==> src/rtl/bus_arb_pkg.sv <==
// Shared types and helpers for bus_arbiter5: FSM state, requester count,
// mux5 select codes and the round-robin winner pick.
package bus_arb_pkg;

  typedef enum logic {IDLE, GRANT} state_e;

  localparam int NUM_REQ = 5;

  localparam logic [2:0] SEL_IN1 = 3'b000;
  localparam logic [2:0] SEL_IN2 = 3'b001;
  localparam logic [2:0] SEL_IN3 = 3'b010;
  localparam logic [2:0] SEL_IN4 = 3'b011;
  localparam logic [2:0] SEL_IN5 = 3'b100;

  // First set bit of req scanning upward from ptr, wrapping 4 -> 0.
  // Returns SEL_IN1 when nothing is requesting; callers test |req themselves.
  function automatic logic [2:0] rr_pick(input logic [NUM_REQ-1:0] req,
                                         input logic [2:0]         ptr);
    logic       found;
    logic [2:0] idx;
    rr_pick = SEL_IN1;
    found   = 1'b0;
    for (int i = 0; i < NUM_REQ; i++) begin
      idx = 3'((int'(ptr) + i) % NUM_REQ);
      if (!found && req[idx]) begin
        found   = 1'b1;
        rr_pick = idx;
      end
    end
  endfunction

  function automatic logic [2:0] rr_next(input logic [2:0] k);
    return (k == SEL_IN5) ? SEL_IN1 : k + 3'd1;
  endfunction

endpackage

==> src/rtl/mux5.sv <==
// Combinational 5:1 word mux for the shared operand/result bus.
module mux5
  import bus_arb_pkg::*;
#(
  parameter int WIDTH = 16
) (
  input  logic [WIDTH-1:0] in1,
  input  logic [WIDTH-1:0] in2,
  input  logic [WIDTH-1:0] in3,
  input  logic [WIDTH-1:0] in4,
  input  logic [WIDTH-1:0] in5,
  input  logic [2:0]       s,
  output logic [WIDTH-1:0] out
);

  always_comb begin
    out = '0;
    case (s)
      SEL_IN1: out = in1;
      SEL_IN2: out = in2;
      SEL_IN3: out = in3;
      SEL_IN4: out = in4;
      SEL_IN5: out = in5;
      default: out = '0;
    endcase
  end

endmodule

==> src/rtl/bus_arbiter5.sv <==
// Round-robin arbiter for the 5:1 bus: grants one requester at a time, drives mux5
// and registers the selected word. Define BUS_ARB_TIMEOUT_EN to bound locked ownership.
module bus_arbiter5
  import bus_arb_pkg::*;
#(
  parameter int WIDTH    = 16,
  parameter int MAX_HOLD = 8
) (
  input  logic               clk,
  input  logic               rst,
  input  logic [NUM_REQ-1:0] req,
  input  logic [NUM_REQ-1:0] lock,
  input  logic [WIDTH-1:0]   in1,
  input  logic [WIDTH-1:0]   in2,
  input  logic [WIDTH-1:0]   in3,
  input  logic [WIDTH-1:0]   in4,
  input  logic [WIDTH-1:0]   in5,
  output logic [2:0]         sel,
  output logic [NUM_REQ-1:0] gnt,
  output logic [WIDTH-1:0]   bus_out,
  output logic               bus_valid,
  output logic               timeout
);

  if (MAX_HOLD < 1) begin : g_bad_max_hold
    $error("bus_arbiter5: MAX_HOLD must be at least 1");
  end

  state_e             state_q, state_d;
  logic [2:0]         ptr_q, ptr_d;
  logic [2:0]         sel_q, sel_d;
  logic [NUM_REQ-1:0] gnt_q, gnt_d;
  logic [WIDTH-1:0]   bus_out_q;
  logic               bus_valid_q;
  logic [WIDTH-1:0]   mux_out;
  logic [2:0]         owner;
  logic [2:0]         pick_k;
  logic [NUM_REQ-1:0] lock_eff;
  logic [NUM_REQ-1:0] pending;
  logic               stay;
  logic               force_rel;

  // While granted, sel_q always names the owner.
  assign owner = sel_q;
  assign stay  = (state_q == GRANT) && req[owner] && lock_eff[owner];

`ifdef BUS_ARB_TIMEOUT_EN
  localparam int HOLD_W = (MAX_HOLD > 1) ? $clog2(MAX_HOLD) : 1;

  logic [HOLD_W-1:0]  hold_cnt_q, hold_cnt_d;
  logic [NUM_REQ-1:0] lock_ign_q, lock_ign_d;
  logic               timeout_q;

  // A requester that was force-released has its lock ignored for its next grant.
  assign lock_eff  = lock & ~lock_ign_q;
  assign force_rel = stay && (hold_cnt_q == HOLD_W'(MAX_HOLD - 1));
  assign timeout   = timeout_q;

  always_ff @(posedge clk) begin
    if (rst) begin
      hold_cnt_q <= '0;
      lock_ign_q <= '0;
      timeout_q  <= 1'b0;
    end else begin
      hold_cnt_q <= hold_cnt_d;
      lock_ign_q <= lock_ign_d;
      timeout_q  <= force_rel;
    end
  end
`else
  assign lock_eff  = lock;
  assign force_rel = 1'b0;
  assign timeout   = 1'b0;
`endif

  always_comb begin
    state_d = state_q;
    ptr_d   = ptr_q;
    sel_d   = sel_q;
    gnt_d   = gnt_q;
    pending = req & ~(5'b00001 << owner);
    pick_k  = rr_pick(req, ptr_q);
`ifdef BUS_ARB_TIMEOUT_EN
    hold_cnt_d = hold_cnt_q;
    lock_ign_d = lock_ign_q;
`endif
    case (state_q)
      IDLE: begin
        if (|req) begin
          gnt_d   = 5'b00001 << pick_k;
          sel_d   = pick_k;
          state_d = GRANT;
        end
      end
      GRANT: begin
        if (stay && !force_rel) begin
`ifdef BUS_ARB_TIMEOUT_EN
          hold_cnt_d = hold_cnt_q + HOLD_W'(1);
`endif
        end else begin
          // Release: the next winner is taken on this same edge, never the old owner.
          ptr_d  = rr_next(owner);
          pick_k = rr_pick(pending, ptr_d);
`ifdef BUS_ARB_TIMEOUT_EN
          hold_cnt_d = '0;
          lock_ign_d = force_rel ? (5'b00001 << owner)
                                 : (lock_ign_q & ~(5'b00001 << owner));
`endif
          if (|pending) begin
            gnt_d = 5'b00001 << pick_k;
            sel_d = pick_k;
          end else begin
            gnt_d   = '0;
            sel_d   = SEL_IN1;
            state_d = IDLE;
          end
        end
      end
      default: state_d = IDLE;
    endcase
  end

  always_ff @(posedge clk) begin
    if (rst) begin
      state_q     <= IDLE;
      ptr_q       <= SEL_IN1;
      sel_q       <= SEL_IN1;
      gnt_q       <= '0;
      bus_out_q   <= '0;
      bus_valid_q <= 1'b0;
    end else begin
      state_q     <= state_d;
      ptr_q       <= ptr_d;
      sel_q       <= sel_d;
      gnt_q       <= gnt_d;
      bus_out_q   <= mux_out;
      bus_valid_q <= (state_q == GRANT) && req[owner];
    end
  end

  mux5 #(.WIDTH(WIDTH)) u_mux5 (
    .in1 (in1),
    .in2 (in2),
    .in3 (in3),
    .in4 (in4),
    .in5 (in5),
    .s   (sel_q),
    .out (mux_out)
  );

  assign sel       = sel_q;
  assign gnt       = gnt_q;
  assign bus_out   = bus_out_q;
  assign bus_valid = bus_valid_q;

endmodule
==> config.mk <==
export PLATFORM = sky130hd
export DESIGN_NAME = bus_arbiter5
export DESIGN_NICKNAME = d
export VERILOG_FILES = /design/src/rtl/bus_arb_pkg.sv /design/src/rtl/mux5.sv /design/src/rtl/bus_arbiter5.sv
export SDC_FILE = /design/constraint.sdc
export NUM_CORES = 1
export LEC_CHECK = 0
export ABC_CLOCK_PERIOD_IN_PS = 4850
export CAP_MARGIN = 40
export CELL_PAD_IN_SITES_DETAIL_PLACEMENT = 0
export CELL_PAD_IN_SITES_GLOBAL_PLACEMENT = 1
export CORE_MARGIN = 3
export CORE_UTILIZATION = 33
export CTS_CLUSTER_SIZE = 25
export DETAILED_ROUTE_END_ITERATION = 8
export PLACE_DENSITY = 0.86
export SKIP_LAST_GASP = 1
export SYNTH_ARGS = -nofsm -noshare
export SYNTH_HDL_FRONTEND = slang
export SYNTH_SLANG_ARGS = --single-unit
==> constraint.sdc <==
create_clock -name clk -period 4.85 [get_ports clk]
set_input_delay 0.97 -clock clk [delete_from_list [all_inputs] [get_ports clk]]
set_output_delay 0.97 -clock clk [all_outputs]
set_load 0.01 [all_outputs]
* After elaboration in Yosys (flattened, before gate mapping)
Index checks and enable logic that the tools add are counted.
** Word-level totals
- Flip-flop bits (word level) :: 29
- Bits of input ports :: 92
** Cells by class
- Add/sub/neg operators :: 9
- Divide/modulo/power cells :: 10
- $lt $le $gt $ge :: 11
- Eq/ne operators :: 6
- Shifts and indexed selects :: 3
- Muxes and demuxes :: 66
- Bitwise gates (word level) :: 4
- Reductions and logical operators :: 23
** Operator list (count)
- 32-bit by 4-bit modulo with 32-bit output, second input constant :: 8
- 16-bit case mux with 5 select lines :: 1
- 4-bit by 4-bit modulo with 32-bit output, second input constant :: 2
- 3-bit 2-to-1 mux :: 16
- 3-bit by 4-bit < comparator with 1-bit output, second input constant :: 11
- 1-bit binary-select mux with 3-bit select :: 12
- 1-bit 2-to-1 mux :: 31
- 3-bit by 2-bit adder with 4-bit output, second input constant :: 4
- 5-bit 2-to-1 mux :: 3
- 1-bit by 3-bit left shift with 5-bit output, first input constant :: 3
- 1-bit logical AND :: 10
- 5-bit case mux with 2 select lines :: 1
- 5-bit OR reduction :: 2
- 3-bit by 1-bit adder with 4-bit output, second input constant :: 2
- 3-bit by 3-bit adder with 4-bit output, second input constant :: 2
- 1-bit logical NOT :: 8
- 3-bit by 2-bit == test with 1-bit output, second input constant :: 2
- 3-bit case mux with 2 select lines :: 1
- 5-bit AND :: 1
- 5-bit NOT :: 1
- 2-bit != test, second input constant :: 2
- 2-bit AND reduction :: 2
- 3-bit by 1-bit adder with 3-bit output, second input constant :: 1
- 3-bit by 1-bit == test with 1-bit output, second input constant :: 1
- 4 further kinds :: 5

* Longest topological paths before layout
- Word-level depth :: 32
- Depth in mapped cells :: 24
- Depth with buffers taken out :: 21

* By module
Synthesis repeated with hierarchy kept, for this count alone.
** Unflattened totals
- Cells, all modules :: 640
- Area, all modules :: 5007.3 µm²
** Modules (own cells, without submodules)
- bus_arbiter5 :: times used 1, cells an instance 560, area each 4310.4 µm²
- mux5 :: times used 1, cells an instance 80, area each 696.9 µm²

* Least setup slack after synthesis
OpenSTA, ideal clock, no wires.
- Path kind :: reg-to-reg
- Start point :: register sel_q[2], in the netlist sel[2]
- End point :: register gnt_q[0], in the netlist gnt[0]
- Setup time :: 0.074 ns
- Arrival time :: 5.102 ns
- Data required time :: 4.776 ns
- Path slack :: -0.326 ns
- Cell stages (with the launch flop) :: 23
- Path buffers :: 5
- Clock period less this slack :: 5.176 ns
- Cell sequence :: dfxtp_1 -> buf_2 -> buf_1 -> clkinv_1 -> ha_1 -> a21o_1 -> buf_4 -> inv_4 -> buf_4 -> ha_1 -> clkbuf_1 -> nand2_1 -> inv_1 -> ha_1 -> nand2b_1 -> a21oi_1 -> o221ai_1 -> mux2_2 -> mux2i_1 -> mux2_2 -> a221o_1 -> a2111o_1 -> a31oi_1
** On the way
- Cells in the longest elaborated chain, start to end :: 32
- Elaborated cells between the ends (all ways) :: 65
- Classes of those cells :: add/sub: 5; div: 5; eq/ne: 2; shift: 2; mux: 37; bitwise: 2; reduce/logical: 12
** RTL lines
- from (decl) :: RTL line bus_arbiter5.sv:31 : logic [2:0] sel_q, sel_d;
- from (signal assigned) :: RTL line bus_arbiter5.sv:134 : sel_q <= sel_d;
- parallel branches: the longest is 32 deep, another holds 32-bit by 4-bit modulo with 32-bit output
- to (signal assigned) :: RTL line bus_arbiter5.sv:135 : gnt_q <= gnt_d;
- to (decl) :: RTL line bus_arbiter5.sv:32 : logic [NUM_REQ-1:0] gnt_q, gnt_d;
Parallel ways; which one is timed is not known. The select of a mux whose other input is x is not followed.
A chain may end at the register's enable or synchronous reset.

* Worst setup path after layout
- Start point :: register ptr_q[0]
- End point :: register sel_q[0], in the netlist sel[0]
** On the way
- Cells in the longest elaborated chain, start to end :: 18
- Elaborated cells between the ends (all ways) :: 38
- Classes of those cells :: add/sub: 4; div: 5; mux: 21; reduce/logical: 8
** RTL lines
- from (decl) :: RTL line bus_arbiter5.sv:30 : logic [2:0] ptr_q, ptr_d;
- from (signal assigned) :: RTL line bus_arbiter5.sv:133 : ptr_q <= ptr_d;
- parallel branches: the longest is 15 deep, another holds 32-bit by 4-bit modulo with 32-bit output
- 3-bit 2-to-1 mux * :: RTL line bus_arb_pkg.sv:25 : if (!found && req[idx]) begin
- 3-bit 2-to-1 mux * :: RTL line bus_arbiter5.sv:89 : if (|req) begin
- 3-bit case mux with 2 select lines * :: RTL line bus_arbiter5.sv:87 : case (state_q)
Mark *: on every way between the ends. The select of a mux whose other input is x is not followed.

==> results.sh <==
export IMPL_syn_area_per_cell_sq_um=7.346
export IMPL_routed_wirelength_microns=16970
export IMPL_cap_violations=0
export IMPL_worst_ep_required_time_ns=5.04
export IMPL_antenna_found_initial=0
export IMPL_io_pin_count=118
export IMPL_fin_cells=926
export IMPL_p_leak_nw=2.447
export IMPL_holdWs_ns=0.4953
export IMPL_htreeDepth=2
export IMPL_arrival_ns=4.83
export IMPL_powerDensity_mw_per_mm2=613.7
export IMPL_dp_cells=917
export IMPL_grtUsageTotal_pct=20.34
export IMPL_wire_per_inst_microns=18.33
export IMPL_hold_violations=0
export IMPL_drc_errors=0
export IMPL_final_nets=880
export IMPL_ff2ff_setup_slack_ns=0.21
export IMPL_clk_pin_slew_worst_paths_ns=0.05
export IMPL_slew_headroom_pct=38.65
export IMPL_grt_max_degree=32
export IMPL_hold_end="gnt[4]"
export IMPL_ys_ff_latch=29
export IMPL_cp_start_kind="register"
export IMPL_clockBufferDepth=2
export IMPL_period_needed_ns=4.644
export IMPL_setup_viol=0
export IMPL_final_max_slew_viol_count=0
export IMPL_area_delta_synth_final_pct=36.32
export IMPL_postPlaceCellArea_sq_mm=0.006106
export IMPL_multiInputGateArea_sq_mm=0.003920
export IMPL_hpwlAfterDp_microns=13040
export IMPL_drive_above_1_share_pct=10.53
export IMPL_critical_path_class="reg2reg"
export IMPL_cts_made_buffers=5
export IMPL_cp_max_fo=6
export IMPL_num_vias=5539
export IMPL_r2r_cells=21
export IMPL_core_area_sq_mm=0.01351
export IMPL_chipWidth_microns=124.9
export IMPL_tritoncts="done"
export IMPL_ys_warn_count=0
export IMPL_synth_edf_count=0
export IMPL_grt_pass1_vias=5394
export IMPL_clk_insertion_delay_late_ns=0.28
export IMPL_synth_fp_nets=766
export IMPL_reg2reg_to="sel[0]"
export IMPL_final_cell_area_sq_mm=0.006359
export IMPL_cts_root_buffer="clkbuf_16"
export IMPL_synthDistinctLibCells=84
export IMPL_min_path_cells=2
export IMPL_dr_pass1_iters=5
export IMPL_rsz0062_at_grt="yes"
export IMPL_skew_ns=0.006527
export IMPL_grt_overflow=0
export IMPL_final_core_util_pct=47.08
export IMPL_nFillCells=1320
export IMPL_syn_area_sq_mm=0.004664
export IMPL_tns_ns=0
export IMPL_drtIter0Drc=479
export IMPL_synth_main_ff_cell="dfxtp_1"
export IMPL_antenna_cells=0
export IMPL_min_path_type="reg2reg"
export IMPL_worst_pin_slew_ns=0.9184
export IMPL_reg2reg_from="ptr_q[0]"
export IMPL_synthCells=635
export IMPL_start_util_pct=34.54
export IMPL_finalCritPeriodShare_pct=95.75
export IMPL_clock_fmax_mhz=215.3
export IMPL_ant_nets=0
export IMPL_ir_worst_vdd_mv=0.3240
export IMPL_clock_sinks=29
export IMPL_end_kind="register"
export IMPL_viasPerCell=5.982
export IMPL_synthArstFlopShare_pct=0
export IMPL_gp_congestion=0.9695
export IMPL_io_buffers=116
export IMPL_status="finished clean"
export IMPL_grt_pass1_wl_microns=26960
export IMPL_min_from="gnt[4]"
export IMPL_fp_dieH_microns=124.9
export IMPL_seqCellArea_sq_um=580.6
export IMPL_rows=42
export IMPL_synth_yosys_seq_area_share_pct=12.45
export IMPL_die_area_sq_mm=0.01560
-- power breakdown --
part | internal, mW | switching, mW
Clock | 0.188 | 0.113
Combinational | 1.38 | 1.87
Sequential | 0.320 | 0.0382
Total | 1.88 | 2.02
-- worst max-delay path by stage --
stage | start | to | cells after the start
floorplan | ptr_q[0] | sel[0] | 24
global placement | ptr_q[1] | gnt[3] | 16
detailed placement | ptr_q[0] | sel[0] | 21
CTS | ptr_q[0] | sel[0] | 21
global route | ptr_q[0] | sel[0] | 21
finish | ptr_q[0] | sel[0] | 21
-- placed cells by master, fill, tap and decap left out, types with 10 or more instances in the layout --
cell type / count
nor2_1: 36
nor3_1: 16
a21oi_1: 33
a31oi_1: 19
xnor2_1: 14
clkdlybuf4s50_1: 116
a22oi_1: 23
or3_1: 10
o21ai_0: 33
nand2_1: 58
inv_1: 25
nor2b_1: 15
mux2i_1: 26
o211ai_1: 10
nand2b_1: 17
nand3_1: 24
buf_4: 27
dfxtp_1: 29
ha_1: 35
-- Yosys cell counts (all sizes together), types with 5 or more instances --
| master | instances | area share (%) |
|---|---|---|
| o21ai | 38 | 4.1 |
| a22oi | 23 | 3.7 |
| nor3 | 16 | 1.7 |
| dfxtp | 29 | 12 |
| ha | 38 | 10 |
| a21oi | 35 | 3.8 |
| a22o | 6 | 1.1 |
| o211ai | 12 | 2.1 |
| a211oi | 10 | 1.7 |
| inv | 28 | 2.3 |
| a222oi | 5 | 1.1 |
| mux2i | 28 | 6.0 |
| nor2 | 36 | 2.9 |
| and3 | 9 | 1.2 |
| buf | 15 | 1.8 |
| nor3b | 5 | 0.80 |
| mux2 | 5 | 1.2 |
| o31ai | 5 | 0.80 |
| a31oi | 19 | 2.5 |
| nand4 | 5 | 0.67 |
| or3 | 10 | 1.3 |
| clkbuf | 22 | 1.8 |
| nand3 | 25 | 2.7 |
| nand2 | 58 | 4.7 |
| a21o | 7 | 1.1 |
| o21bai | 5 | 0.80 |
| and2 | 9 | 1.2 |
| xnor2 | 16 | 3.4 |
| nor2b | 15 | 2.0 |
| nand2b | 17 | 2.3 |
-- area by class of cell --
type                       instances  area share [%]
multi-input combinational        538           61.65
timing repair buffer             144           21.63
sequential                        29           9.130
tap                              176           3.463
clock buffer                       5           1.968
inverter                          31           1.889
clock inverter                     3          0.2755
-- flip-flops by register name, summed over array words and instances (netlist names) --
register / flops
sel: 3
bus_valid: 1
bus_out: 16
state_q: 1
gnt: 5
ptr_q: 3
-- what timing repair did --
action | 4_1_cts | 5_1_grt
gates cloned | 0 | 0
hold buffers | 0 | 0
gates resized for setup | 1 | 20
pin swaps | 0 | 3
buffers inserted | 0 | 1
endpoints found under the hold margin | 0 | 0
setup endpoints to repair | 1 | 8
-- stage by stage --
| step | total power [mW] | setup WS, ns |
|---|---|---|
| 2_1_floorplan | 2.551 | 0.01240 |
| 5_1_grt | 4.240 | -0.06617 |
| 3_3_place_gp | 3.327 | 0.2430 |
| 6_report | 3.902 | 0.2062 |
| 4_1_cts | 3.747 | 0.1062 |
| 3_5_place_dp | 3.411 | 0.02154 |
-- layer usage --
| layer | wire (microns) | vias to the layer above | GRT usage, % |
|---|---|---|---|
| li1 | - | 2647 | - |
| met1 | 7210 | 2615 | 26.11 |
| met2 | 8372 | 243 | 36.10 |
| met3 | 1036 | 34 | 2.401 |
| met4 | 351 | 0 | 5.166 |
| met5 | 0 | - | 0 |
-- logic make-up (layout without fill, tap and decap cells) --
logic type,Yosys count,after routing,synth area share [%]
compound gates,223,223,34.04
xor+xnor,18,18,3.943
fa+ha+maj,39,39,10.62
buf+inv,68,183,6.116
flops,29,29,12.45
mux,35,35,8.181
other cells,1,1,0.08039
simple gates,222,222,24.57
-- worst max-delay path: stages, from the launching register on --
cell       delay (ns)
dfxtp_1          0.32
inv_2            0.11
ha_2             0.19
inv_1            0.05
ha_2             0.37
inv_1            0.07
ha_1             0.19
or3_1            0.38
and2_1           0.22
xnor2_2          0.23
inv_1            0.12
ha_1             0.21
nand2b_1         0.15
nand3_2          0.13
a2bb2oi_4        0.21
a211oi_2         0.08
nor4b_2          0.33
or2_4            0.20
mux2i_2          0.24
a211oi_1         0.13
or3_1            0.40
a221oi_2         0.21
Note: power is estimated with default switching activity, not from simulation.
